<file path="src/rtl/vga_timing_monitor_if.sv">
// VGA pin bundle as seen by the timing monitor.
// The master drives the bus: the display controller or the bench.
// The slave observes it: the monitor.
//   pix_en  pixel strobe, one clk per pixel; the sampling qualifier
//   hSync   horizontal sync, active-high
//   vSync   vertical sync, active-high
//   bright  active-video / draw enable
interface vga_timing_monitor_if;
    logic pix_en;
    logic hSync;
    logic vSync;
    logic bright;

    modport master (output pix_en, hSync, vSync, bright);
    modport slave  (input  pix_en, hSync, vSync, bright);
endinterface

</file>
<file path="src/rtl/vga_timing_monitor.sv">
// Receive-side VGA timing checker.
// The block samples the VGA pins once per pixel strobe and rebuilds the pixel and line
// counters. It checks line length, frame length and sync widths against the parameters,
// and it reports lock, single-clk error pulses and a saturating error count.
// Ports:
//   clk, rst_n     system clock, asynchronous active-low reset
//   vga            slave side of the VGA pin bundle (pix_en, hSync, vSync, bright)
//   hc_rec/vc_rec  recovered 10-bit pixel / line counters
//   locked         timing verified over LOCK_FRAMES clean frames
//   frame_start    1-clk pulse on a sampled vSync rise
//   err_*          1-clk error pulses (hlen, hsync, vlen, vsync, bright)
//   err_count      total error pulses since reset, saturating at 255
//
// state   | meaning
// SEARCH  | no reference frame yet, or an error was just seen
// ACQUIRE | counting consecutive error-free frames
// LOCKED  | LOCK_FRAMES clean frames seen; counters trustworthy
module vga_timing_monitor #(
    parameter int H_TOTAL     = 800,
    parameter int V_TOTAL     = 525,
    parameter int H_SYNC      = 96,
    parameter int V_SYNC      = 2,
    parameter int LOCK_FRAMES = 2
) (
    input  logic                       clk,
    input  logic                       rst_n,
    vga_timing_monitor_if.slave        vga,
    output logic [9:0]                 hc_rec,
    output logic [9:0]                 vc_rec,
    output logic                       locked,
    output logic                       frame_start,
    output logic                       err_hlen,
    output logic                       err_hsync,
    output logic                       err_vlen,
    output logic                       err_vsync,
    output logic                       err_bright,
    output logic [7:0]                 err_count
);
    typedef enum logic [1:0] {SEARCH, ACQUIRE, LOCKED} state_t;

    localparam logic [10:0] H_TOTAL_C = 11'(H_TOTAL);
    localparam logic [10:0] V_TOTAL_C = 11'(V_TOTAL);
    localparam logic [10:0] H_SYNC_C  = 11'(H_SYNC);
    localparam logic [10:0] V_SYNC_C  = 11'(V_SYNC);
    localparam logic [3:0]  LOCK_C    = 4'(LOCK_FRAMES);

    state_t     state, state_nxt;
    logic [3:0] good_frames, good_nxt, good_inc;

    logic       hs_q, vs_q, line_seen, frame_seen;
    logic       hs_q_nxt, vs_q_nxt, line_seen_nxt, frame_seen_nxt;
    logic [9:0] hc_nxt, vc_nxt, hc_sat, vc_sat;
    logic       fs_nxt, hl_nxt, hsy_nxt, vl_nxt, vsy_nxt, br_nxt;
    logic [2:0] n_err;
    logic [8:0] cnt_sum;
    logic       err_any;

    // The comparisons use an 11-bit count+1, so a saturated 1023 cannot wrap to a valid length.
    logic [10:0] hc_inc, vc_inc;
    assign hc_inc = {1'b0, hc_rec} + 11'd1;
    assign vc_inc = {1'b0, vc_rec} + 11'd1;
    assign hc_sat = (hc_rec == 10'h3FF) ? hc_rec : hc_rec + 10'd1;
    assign vc_sat = (vc_rec == 10'h3FF) ? vc_rec : vc_rec + 10'd1;

    always_comb begin
        hc_nxt         = hc_rec;
        vc_nxt         = vc_rec;
        hs_q_nxt       = hs_q;
        vs_q_nxt       = vs_q;
        line_seen_nxt  = line_seen;
        frame_seen_nxt = frame_seen;
        fs_nxt         = 1'b0;
        hl_nxt         = 1'b0;
        hsy_nxt        = 1'b0;
        vl_nxt         = 1'b0;
        vsy_nxt        = 1'b0;
        br_nxt         = 1'b0;
        if (vga.pix_en) begin
            hs_q_nxt = vga.hSync;
            br_nxt   = vga.bright & (vga.hSync | vga.vSync);
            if (vga.hSync && !hs_q) begin
                hc_nxt        = '0;
                line_seen_nxt = 1'b1;
                hl_nxt        = line_seen && (hc_inc != H_TOTAL_C);
                // vs_q holds vSync as it was at the previous line start,
                // so the vertical edges are line-granular.
                vs_q_nxt      = vga.vSync;
                if (vga.vSync && !vs_q) begin
                    vc_nxt         = '0;
                    fs_nxt         = 1'b1;
                    frame_seen_nxt = 1'b1;
                    vl_nxt         = frame_seen && (vc_inc != V_TOTAL_C);
                end else begin
                    vc_nxt  = vc_sat;
                    vsy_nxt = !vga.vSync && vs_q && frame_seen && (vc_inc != V_SYNC_C);
                end
            end else begin
                hc_nxt  = hc_sat;
                hsy_nxt = !vga.hSync && hs_q && line_seen && (hc_inc != H_SYNC_C);
            end
        end
    end

    assign n_err   = 3'(hl_nxt) + 3'(hsy_nxt) + 3'(vl_nxt) + 3'(vsy_nxt) + 3'(br_nxt);
    assign cnt_sum = {1'b0, err_count} + {6'b0, n_err};

    always_ff @(posedge clk or negedge rst_n) begin
        if (!rst_n) begin
            hc_rec      <= '0;
            vc_rec      <= '0;
            hs_q        <= 1'b0;
            vs_q        <= 1'b0;
            line_seen   <= 1'b0;
            frame_seen  <= 1'b0;
            frame_start <= 1'b0;
            err_hlen    <= 1'b0;
            err_hsync   <= 1'b0;
            err_vlen    <= 1'b0;
            err_vsync   <= 1'b0;
            err_bright  <= 1'b0;
            err_count   <= '0;
        end else begin
            hc_rec      <= hc_nxt;
            vc_rec      <= vc_nxt;
            hs_q        <= hs_q_nxt;
            vs_q        <= vs_q_nxt;
            line_seen   <= line_seen_nxt;
            frame_seen  <= frame_seen_nxt;
            frame_start <= fs_nxt;
            err_hlen    <= hl_nxt;
            err_hsync   <= hsy_nxt;
            err_vlen    <= vl_nxt;
            err_vsync   <= vsy_nxt;
            err_bright  <= br_nxt;
            err_count   <= cnt_sum[8] ? 8'hFF : cnt_sum[7:0];
        end
    end

    // The FSM reacts to the registered pulses, so locked moves one clk after the pulse.
    assign err_any  = err_hlen | err_hsync | err_vlen | err_vsync | err_bright;
    assign good_inc = good_frames + 4'd1;

    always_comb begin
        state_nxt = state;
        good_nxt  = good_frames;
        if (err_any) begin
            state_nxt = SEARCH;
        end else if (frame_start) begin
            case (state)
                SEARCH: begin
                    state_nxt = ACQUIRE;
                    good_nxt  = '0;
                end
                ACQUIRE: begin
                    good_nxt = good_inc;
                    if (good_inc >= LOCK_C) state_nxt = LOCKED;
                end
                default: ;
            endcase
        end
    end

    always_ff @(posedge clk or negedge rst_n) begin
        if (!rst_n) begin
            state       <= SEARCH;
            good_frames <= '0;
        end else begin
            state       <= state_nxt;
            good_frames <= good_nxt;
        end
    end

    assign locked = (state == LOCKED);
endmodule

</file>
<file path="src/flat_wrapper.sv">
// flat-port wrapper written by rule: the top's interface ports become plain ports
module vga_timing_monitor_flat 
#(
    parameter int H_TOTAL     = 800,
    parameter int V_TOTAL     = 525,
    parameter int H_SYNC      = 96,
    parameter int V_SYNC      = 2,
    parameter int LOCK_FRAMES = 2
)
  (clk, rst_n, hc_rec, vc_rec, locked, frame_start, err_hlen, err_hsync, err_vlen, err_vsync, err_bright, err_count, vga_pix_en, vga_hSync, vga_vSync, vga_bright);
  vga_timing_monitor_if vga_i ();
  input  logic clk;
  input  logic rst_n;
  output logic [9:0] hc_rec;
  output logic [9:0] vc_rec;
  output logic locked;
  output logic frame_start;
  output logic err_hlen;
  output logic err_hsync;
  output logic err_vlen;
  output logic err_vsync;
  output logic err_bright;
  output logic [7:0] err_count;
  input wire logic [$bits(vga_i.pix_en)-1:0] vga_pix_en;
  input wire logic [$bits(vga_i.hSync)-1:0] vga_hSync;
  input wire logic [$bits(vga_i.vSync)-1:0] vga_vSync;
  input wire logic [$bits(vga_i.bright)-1:0] vga_bright;
  assign vga_i.pix_en = vga_pix_en;
  assign vga_i.hSync = vga_hSync;
  assign vga_i.vSync = vga_vSync;
  assign vga_i.bright = vga_bright;
  vga_timing_monitor #(.H_TOTAL(H_TOTAL), .V_TOTAL(V_TOTAL), .H_SYNC(H_SYNC), .V_SYNC(V_SYNC), .LOCK_FRAMES(LOCK_FRAMES)) u_core (.clk(clk), .rst_n(rst_n), .vga(vga_i), .hc_rec(hc_rec), .vc_rec(vc_rec), .locked(locked), .frame_start(frame_start), .err_hlen(err_hlen), .err_hsync(err_hsync), .err_vlen(err_vlen), .err_vsync(err_vsync), .err_bright(err_bright), .err_count(err_count));
endmodule
</file>
<file path="config.mk">
export PLATFORM = sky130hd
export DESIGN_NAME = vga_timing_monitor_flat
export DESIGN_NICKNAME = d
export VERILOG_FILES = /design/src/rtl/vga_timing_monitor_if.sv /design/src/rtl/vga_timing_monitor.sv /design/src/flat_wrapper.sv
export SDC_FILE = /design/constraint.sdc
export NUM_CORES = 1
export LEC_CHECK = 0
export BUFFER_PORTS_ARGS = -buffer_cell sky130_fd_sc_hd__buf_2
export CAP_MARGIN = 30
export CELL_PAD_IN_SITES_DETAIL_PLACEMENT = 0
export CELL_PAD_IN_SITES_GLOBAL_PLACEMENT = 1
export CORE_ASPECT_RATIO = 0.6
export CORE_MARGIN = 4
export CORE_UTILIZATION = 46
export CTS_CLUSTER_SIZE = 16
export DETAILED_ROUTE_END_ITERATION = 12
export PLACE_DENSITY_LB_ADDON = 0.1
export SETUP_SLACK_MARGIN = 0.4
export SLEW_MARGIN = 15
export SYNTH_ARGS = -nofsm -noshare
export SYNTH_HDL_FRONTEND = slang
export SYNTH_SLANG_ARGS = --single-unit
export TNS_END_PERCENT = 50
</file>
<file path="constraint.sdc">
create_clock -name clk -period 7.9 [get_ports clk]
set_input_delay 1.58 -clock clk [delete_from_list [all_inputs] [get_ports clk]]
set_output_delay 1.58 -clock clk [all_outputs]
set_load 0.1 [all_outputs]
</file>
After elaboration in Yosys (flattened, before gate mapping)
Cells that the tools add are included.
{ "totals": {"reg_bits": 44, "latchBits": 0, "ramBits": 0, "romBits": 0, "inputBits": 6, "out_inout_bits": 35, "elab_cells": 92, "n_memories": 0} }
{ "classes": {"addsub": 10, "n_mul": 0, "n_div": 0, "n_lt_le_gt_ge": 1, "n_eq_ne": 11, "shifts": 0, "muxes": 24, "bitwise": 7, "reduce_logical": 24} }
{ "ops": {"columns": ["cell", "n"], "rows": [
  ["2-to-1 mux 10 bit", 4],
  ["adder 10 x 1 -> 11 bit, second input constant", 2],
  ["inequality test 11 x 10 -> 1 bit, second input constant", 2],
  ["adder 10 x 1 -> 10 bit, second input constant", 2],
  ["equality test 10 bit, second input constant", 2],
  ["2-to-1 mux 1 bit", 14],
  ["AND reduction 3 bit", 4],
  ["inequality test 11 x 2 -> 1 bit, second input constant", 1],
  ["inequality test 11 x 7 -> 1 bit, second input constant", 1],
  ["logical AND 1 bit", 10],
  ["adder 3 x 1 -> 3 bit", 3],
  ["adder 8 x 3 -> 9 bit", 1],
  ["2-to-1 mux 8 bit", 1],
  ["one-hot mux 4 bit (2 select lines)", 1],
  ["2-to-1 mux 2 bit", 3],
  ["OR 1 bit", 5],
  ["adder 4 x 1 -> 4 bit, second input constant", 1],
  ["greater-or-equal comparator 4 x 2 -> 1 bit, second input constant", 1],
  ["zero test 1 bit", 4],
  ["inequality test 2 bit, second input constant", 2],
  ["one-hot mux 2 bit (2 select lines)", 1],
  ["AND reduction 2 bit", 2],
  ["nonzero test 2 bit", 2],
  ["inequality test 3 x 1 -> 1 bit, second input constant", 1],
  ["7 further kinds", 7]
]} }

Logic depth before layout (Yosys ltp)
Gate-level depths: netlist of run 1.
{ "logic_depth": {"depth_word": 12, "ltp_mapped": 19, "mapped_depth_nobuf": 19} }

Worst setup path after synthesis of run 1
No wires, ideal clock.
{ "synth_path": {"path_type": "input-to-reg", "start": "input vga_hSync", "end": "register u_core.err_count[0]", "setup_ns": 0.076, "t_arrival_ns": 4.630, "required_time_ns": 7.824, "path_slack_ns": 3.193, "cell_stages": 16, "path_buffers": 0, "path_cell_list": "nor2b_2 > nand2_2 > nor2_1 > and2_1 > o21ai_0 > fa_1 > inv_1 > ha_1 > fa_1 > inv_1 > fa_1 > inv_1 > a21oi_1 > nor2_1 > nand3_1 > nand2b_1"} }
{ "synth_between": {"elab_chain_cells": 12, "elab_cells_between_ends": 22, "classes_between": "5 x add/sub; 10 x mux; 2 x bitwise; 5 x reduce/logical"} }
{ "synth_lines": {"columns": ["item", "line_no", "text"], "rows": [
  ["from (decl)", "flat_wrapper.sv:25", "input wire logic [$bits(vga_i.hSync)-1:0] vga_hSync;"],
  ["zero test 1 bit", "vga_timing_monitor.sv:99", "hsy_nxt = !vga.hSync && hs_q && line_seen && (hc_inc != H_SYNC_C);"],
  ["logical AND 1 bit (3 in series)", "vga_timing_monitor.sv:99", null],
  ["2-to-1 mux 1 bit", "vga_timing_monitor.sv:81", "if (vga.hSync && !hs_q) begin"],
  ["2-to-1 mux 1 bit", "vga_timing_monitor.sv:78", "if (vga.pix_en) begin"],
  ["adder 1 x 1 -> 2 bit", "vga_timing_monitor.sv:104", "assign n_err = 3'(hl_nxt) + 3'(hsy_nxt) + 3'(vl_nxt) + 3'(vsy_nxt) + 3'(br_nxt);"],
  ["adder 3 x 1 -> 3 bit (2 in series)", "vga_timing_monitor.sv:104", null],
  ["adder 3 x 1 -> 3 bit (*)", "vga_timing_monitor.sv:104", null],
  ["adder 8 x 3 -> 9 bit (*)", "vga_timing_monitor.sv:105", "assign cnt_sum = {1'b0, err_count} + {6'b0, n_err};"],
  ["2-to-1 mux 8 bit (*)", "vga_timing_monitor.sv:135", "err_count <= cnt_sum[8] ? 8'hFF : cnt_sum[7:0];"],
  ["to (signal assigned)", "vga_timing_monitor.sv:135", null],
  ["to (decl)", "vga_timing_monitor.sv:37", "output logic [7:0] err_count"]
]} }
Every way passes the cells marked *; elsewhere a longest branch is shown, timed or not.
A chain may end at the register's enable or synchronous reset.

Worst setup path after layout of run 1
Same ends and word-level chain as after synthesis.

==> metrics.yaml, run 1 <==
layout-drive-gt1-share: 0.204
report.power.total_w: 0.000805
slew-limit-headroom: 0.653
ys_async_sr_fraction: 1.00
tns_ns: 0
final_util: 0.561
finalHoldViolCount: 0
area_growth_pct: 14.3
worstPathRequired_ns: 8.14
syn_avg_cell_area_um2: 9.49
drc: 0
cts-root-buf: "clkbuf_8"
cpPeakStageDelay_ns: 0.53
die_w_um: 104
clkSinkCount: 44
nNetsFinal: 332
finalSetupViolCount: 0
fin_crit_ns: 4.87
clock_skew_ns: 0.00893
holdCritStartpoint: "u_core.err_hsync"
final_cell_mix: "44 x dfrtp_1, 40 x buf_2, 36 x nand2_1"
powerDensity_nw_per_um2: 276
hp-class: "flop to flop"
status: "complete, no violations"
grt_use_total: 0.179
grt_max_degree: 25
clock_latency_ns: 0.30
pwr-share-comb: 0.442
internal_power_w: 0.000399
coreArea_um2: 5200
synth_edf_count: 0
crit_fanout: 10
pin_count: 41
swShare: 0.504
cts_tree: "yes"
vias: 2104
crit_type: "primary input to flop"
placedCellCount: 371
totalWireLength_um: 5680
row_count: 20
dp_hpwl_um: 4250
worst_slew_pin_slew_ns: 0.521
cp-end-kind: "flop"
dieArea_um2: 6850
overflow: 0
final_common_cell: "dfrtp_1"
clockPowerShare: 0.188
pwr-share-seq: 0.370
r2r_slack_ns: 3.63
wl_per_cell_um: 15.0
synthesis.instances: 269
synth-seq-cells: 44
rsz0062_at_grt: "false"
ys.warnings.count: 0
final_max_slew_viol_count: 0
cp.arrival_ns: 5.11
synth_ff_type: "dfrtp_1"
ir_drop_uv: 336
instances_no_fill: 379
antenna_found_initial: 0
start_kind: "primary input"
timing.rr.start: "u_core.hc_rec[0]"
timing.final.crit_share: 0.617
worstHoldEndpoint: "u_core.state[1]"
port_buffers: 40
reg2regPathDepth: 18
ctsHoldBuffers: 0
place_congestion: 0.831
reg2reg_to: "u_core.err_count[0]"
cap_violations: 0
fmax_ghz: 0.205
netSwitchingPower_w: 0.000406
drtIter0Drc: 115
grt_pass1_vias: 1921
synth.cell_area_um2: 2550
crit_slowest_cell: "fa_1"
viasPerCell: 5.55
die_h_um: 65.7
ctsResizeCount: 0
grt_pass1_wl_um: 9670
hold_path_depth: 1
clock_path_buffers: 2
antenna_cells: 0
synth_seq_area_share: 0.431
path_clk_slew_ns: 0.09
cts_post_setup_buffers_inserted: 0
synth.distinct_cells: 56
firstDrtPassIters: 4
start_util: 0.491
syn_nets: 289
ant_nets: 0
leakage_nw: 1.41
crit_chain: "buf_2 > nor2b_2 > nand2_2 > nor2_1 > and2_1 > o21ai_0 > fa_1 > inv_1 > ha_1 > fa_1 > inv_1 > fa_1 > inv_1 > a21oi_1 > nor2_1 > nand3_1 > nand2b_1"
htreeDepth: 2
numCtsBuffers: 5
power by group through the flow:
stage	combinational (W)	clock [W]	sequential (W)
global placement	0.000354	0	0.000301
floorplan	0.0000914	0	0.000498
global route	0.000379	0.000168	0.000305
CTS	0.000359	0.000159	0.000297
finish	0.000356	0.000151	0.000298
detailed placement	0.000357	0	0.000301
routing by layer:
| layer | share of wire | GRT usage | vias up |
|---|---|---|---|
| met5 | 0 | 0 | - |
| met4 | 0.016 | 0.0630 | 0 |
| met3 | 0.055 | 0.0422 | 10 |
| met2 | 0.39 | 0.241 | 54 |
| met1 | 0.54 | 0.275 | 995 |
| li1 | - | - | 1045 |
worst max-delay path: cells and delay by family:
family	cells	cell delay, ns
buffers and inverters	4	0.29
AOI/OAI and AO/OA	2	0.20
adders and majority gates	4	1.64
and+or+nand+nor	7	1.39
Yosys cell counts (5+ instances only):
library cell / number / area, µm²
dfrtp_1: 44 / 1100
nand2_1: 36 / 135
nand3_1: 17 / 85.1
o21ai_0: 16 / 80.1
inv_1: 15 / 56.3
a21oi_1: 14 / 70.1
ha_1: 11 / 138
nor2_1: 10 / 37.5
nor2b_1: 7 / 43.8
nor3_1: 7 / 35.0
xnor2_1: 7 / 61.3
a31oi_1: 6 / 37.5
nand2b_1: 6 / 37.5
xor2_1: 5 / 43.8
registers in the layout, summed over array words and instances, names as in the netlist:
signal              cells
u_core.err_bright       1
u_core.err_hlen         1
u_core.err_vlen         1
u_core.line_seen        1
u_core.err_hsync        1
u_core.hs_q             1
u_core.frame_seen       1
u_core.good_frames      4
u_core.vs_q             1
u_core.frame_start      1
u_core.hc_rec          10
u_core.err_vsync        1
u_core.vc_rec          10
u_core.err_count        8
u_core.state            2
cell families after synthesis:
| group | share of synthesized area |
|---|---|
| XOR/XNOR | 0.0412 |
| adder cells (fa/ha/maj) | 0.0774 |
| buffers and inverters | 0.0343 |
| flip-flops | 0.431 |
| AND/OR/NAND/NOR | 0.227 |
| multiplexers | 0.00833 |
| AO/OA/AOI/OAI | 0.180 |
stage by stage:
step	setup WS [ns]	instance area, µm²	hold WS (ns)
after floorplan	3.19	2550	0.454
after global placement	2.80	2810	0.448
after detailed placement	2.75	2830	0.449
after CTS	3.04	2920	0.462
after global routing	2.76	2920	0.500
final	3.03	2920	0.461
area by class of cell:
| class | count | area, µm² |
|---|---|---|
| clock inverter | 1 | 7.51 |
| tap | 66 | 82.6 |
| clock buffer | 7 | 86.3 |
| sequential | 44 | 1100 |
| timing repair buffer | 41 | 220 |
| multi-input combinational | 205 | 1370 |
| fill | 491 | 2290 |
| inverter | 15 | 56.3 |
how the worst max path moves through the flow:
stage | start | to | slack [ns] | cells after the start
6_report | vga_hSync | u_core.err_count[0] | 3.03 | 17
5_1_grt | vga_hSync | u_core.err_count[2] | 2.76 | 17
4_1_cts | vga_hSync | u_core.err_count[2] | 3.04 | 17
3_5_place_dp | vga_hSync | u_core.err_count[0] | 2.75 | 17
3_3_place_gp | vga_pix_en | u_core.err_count[0] | 2.80 | 17
2_1_floorplan | vga_hSync | u_core.err_count[0] | 3.19 | 16
(Power assumes the default switching activity.)
==> inputs of run 2 (changes only) <==
Settings changed: CORE_UTILIZATION 46 to 39.
Clock period 7.9 ns to 4.2 ns, I/O delays scaled along.
==> metrics.yaml, run 2 (same netlist as run 1, synthesis figures left out) <==
cp-end-kind: "flop"
grt_max_degree: 25
reg2reg_to: "u_core.err_count[4]"
reg2regPathDepth: 18
drtIter0Drc: 160
powerDensity_nw_per_um2: 507
final_common_cell: "buf_2"
final_cell_mix: "40 x buf_2, 34 x nand2_1, 26 x dfrtp_1"
viasPerCell: 5.18
grt_use_total: 0.160
finalHoldViolCount: 0
finalSetupViolCount: 0
dieArea_um2: 7950
die_h_um: 70.7
status: "complete, no violations"
firstDrtPassIters: 4
slew-limit-headroom: 0.653
area_growth_pct: 26.8
crit_fanout: 5
leakage_nw: 1.50
row_count: 22
vias: 2130
cp.arrival_ns: 4.04
rsz0062_at_grt: "true"
clock_skew_ns: 0.0107
final_max_slew_viol_count: 0
place_congestion: 0.832
multi_input_area_um2: 1490
pin_count: 41
clkSinkCount: 44
worstPathRequired_ns: 4.40
grt_pass1_wl_um: 10200
crit_slowest_cell: "dfrtp_4"
fmax_ghz: 0.261
seqCellArea_um2: 1140
ir_drop_uv: 486
r2r_slack_ns: 0.36
dp_hpwl_um: 4550
wl_per_cell_um: 14.7
drc: 0
reg_top3: "u_core.hc_rec (10), u_core.vc_rec (10), u_core.err_count (8)"
overflow: 0
htreeDepth: 2
layout-drive-gt1-share: 0.355
tns_ns: 0
report.power.total_w: 0.00164
totalWireLength_um: 6040
cts_tree: "yes"
port_buffers: 40
clock_path_buffers: 2
cp_common_cell: "inv_1"
ant_nets: 0
cap_violations: 0
fin_hold_ws_ns: 0.486
fillers: 584
fin_crit_ns: 3.84
grt_pass1_vias: 1909
clock_latency_ns: 0.30
crit_chain: "xnor2_2 > nor3_1 > a31oi_1 > nor3_2 > a41oi_2 > ha_1 > inv_1 > fa_1 > inv_1 > ha_2 > fa_1 > inv_1 > fa_2 > inv_2 > a21oi_4 > nor2b_1 > xnor2_1 > nand2_1"
cpPeakStageDelay_ns: 0.52
path_clk_slew_ns: 0.09
nNetsFinal: 346
endpoint: "u_core.err_count[4]"
hp-class: "flop to flop"
final_area_um2: 3240
start_kind: "flop"
coreArea_um2: 6220
antenna_cells: 0
start_util: 0.410
die_w_um: 112
placed_area_um2: 2980
numCtsBuffers: 5
ctsHoldBuffers: 0
timing.final.crit_share: 0.914
crit_start: "u_core.hc_rec[5]"
timing.rr.start: "u_core.hc_rec[5]"
antenna_found_initial: 0
worst_slew_pin_slew_ns: 0.520
cts-root-buf: "clkbuf_8"
crit_type: "flop to flop"
## run 2: cell count changes in the layout (fill, tap and decap cells not counted), sizes merged
| cell | previous run | this run |
|---|---|---|
| buf | 41 | 55 |
| clkbuf | 7 | 6 |
| bufinv | 0 | 1 |
| clkinvlp | 1 | 0 |
| clkinv | 0 | 1 |
## run 2: how the worst min path moves through the flow
stage                   endpoint  cells past startpoint              start
2_1_floorplan  u_core.frame_seen                      1  u_core.frame_seen
3_3_place_gp     u_core.state[1]                      1   u_core.err_hsync
3_5_place_dp     u_core.state[1]                      1   u_core.err_hsync
4_1_cts          u_core.state[1]                      1   u_core.err_hsync
5_1_grt          u_core.state[1]                      1   u_core.err_hsync
6_report         u_core.state[1]                      1   u_core.err_hsync
## run 2: timing repair
| item | 4_1_cts | 5_1_grt |
|---|---|---|
| setup buffers | 9 | 0 |
| setup endpoints to repair | 8 | 8 |
| pin swaps | 1 | 5 |
| gates cloned | 0 | 0 |
| resized for setup | 10 | 3 |
## run 2: stage by stage
| step | cells | worst slack (ns) | utilization |
|---|---|---|---|
| 2_1_floorplan | 269 | 0.235 | - |
| 3_3_place_gp | 393 | 0.195 | 0.475 |
| 3_5_place_dp | 394 | 0.119 | 0.478 |
| 4_1_cts | 411 | 0.382 | 0.517 |
| 5_1_grt | 411 | 0.172 | 0.520 |
| 6_report | 411 | 0.361 | 0.520 |
## run 2: power by group
group	total, W	internal, W	switching (W)
Clock	0.000347	0.000195	0.000152
Combinational	0.000717	0.000163	0.000554
Sequential	0.000576	0.000494	0.0000811
## run 2: layout make-up
| class | count | share of cell area |
|---|---|---|
| flip-flops and latches | 44 | 0.353 |
| clock buffers | 6 | 0.0255 |
| inverters | 15 | 0.0174 |
| repair buffers | 55 | 0.101 |
| multi-input cells | 205 | 0.460 |
| well taps | 84 | 0.0325 |
| clock inverters | 2 | 0.0120 |
## run 2: metal layers
metal  GRT usage  wire length (µm)  vias up
li1            -                 -     1075
met1       0.270              3360      992
met2       0.194              2270       58
met3      0.0376               354        5
met4      0.0400                53        0
met5           0                 0        -
## run 2: critical path, delay by kind of cell, from the launching register on
kind | cells | cell delay [ns]
fa+ha+maj | 5 | 1.78
simple gates | 4 | 0.62
flops | 1 | 0.52
compound gates | 3 | 0.32
xor+xnor | 2 | 0.27
buf+inv | 4 | 0.21
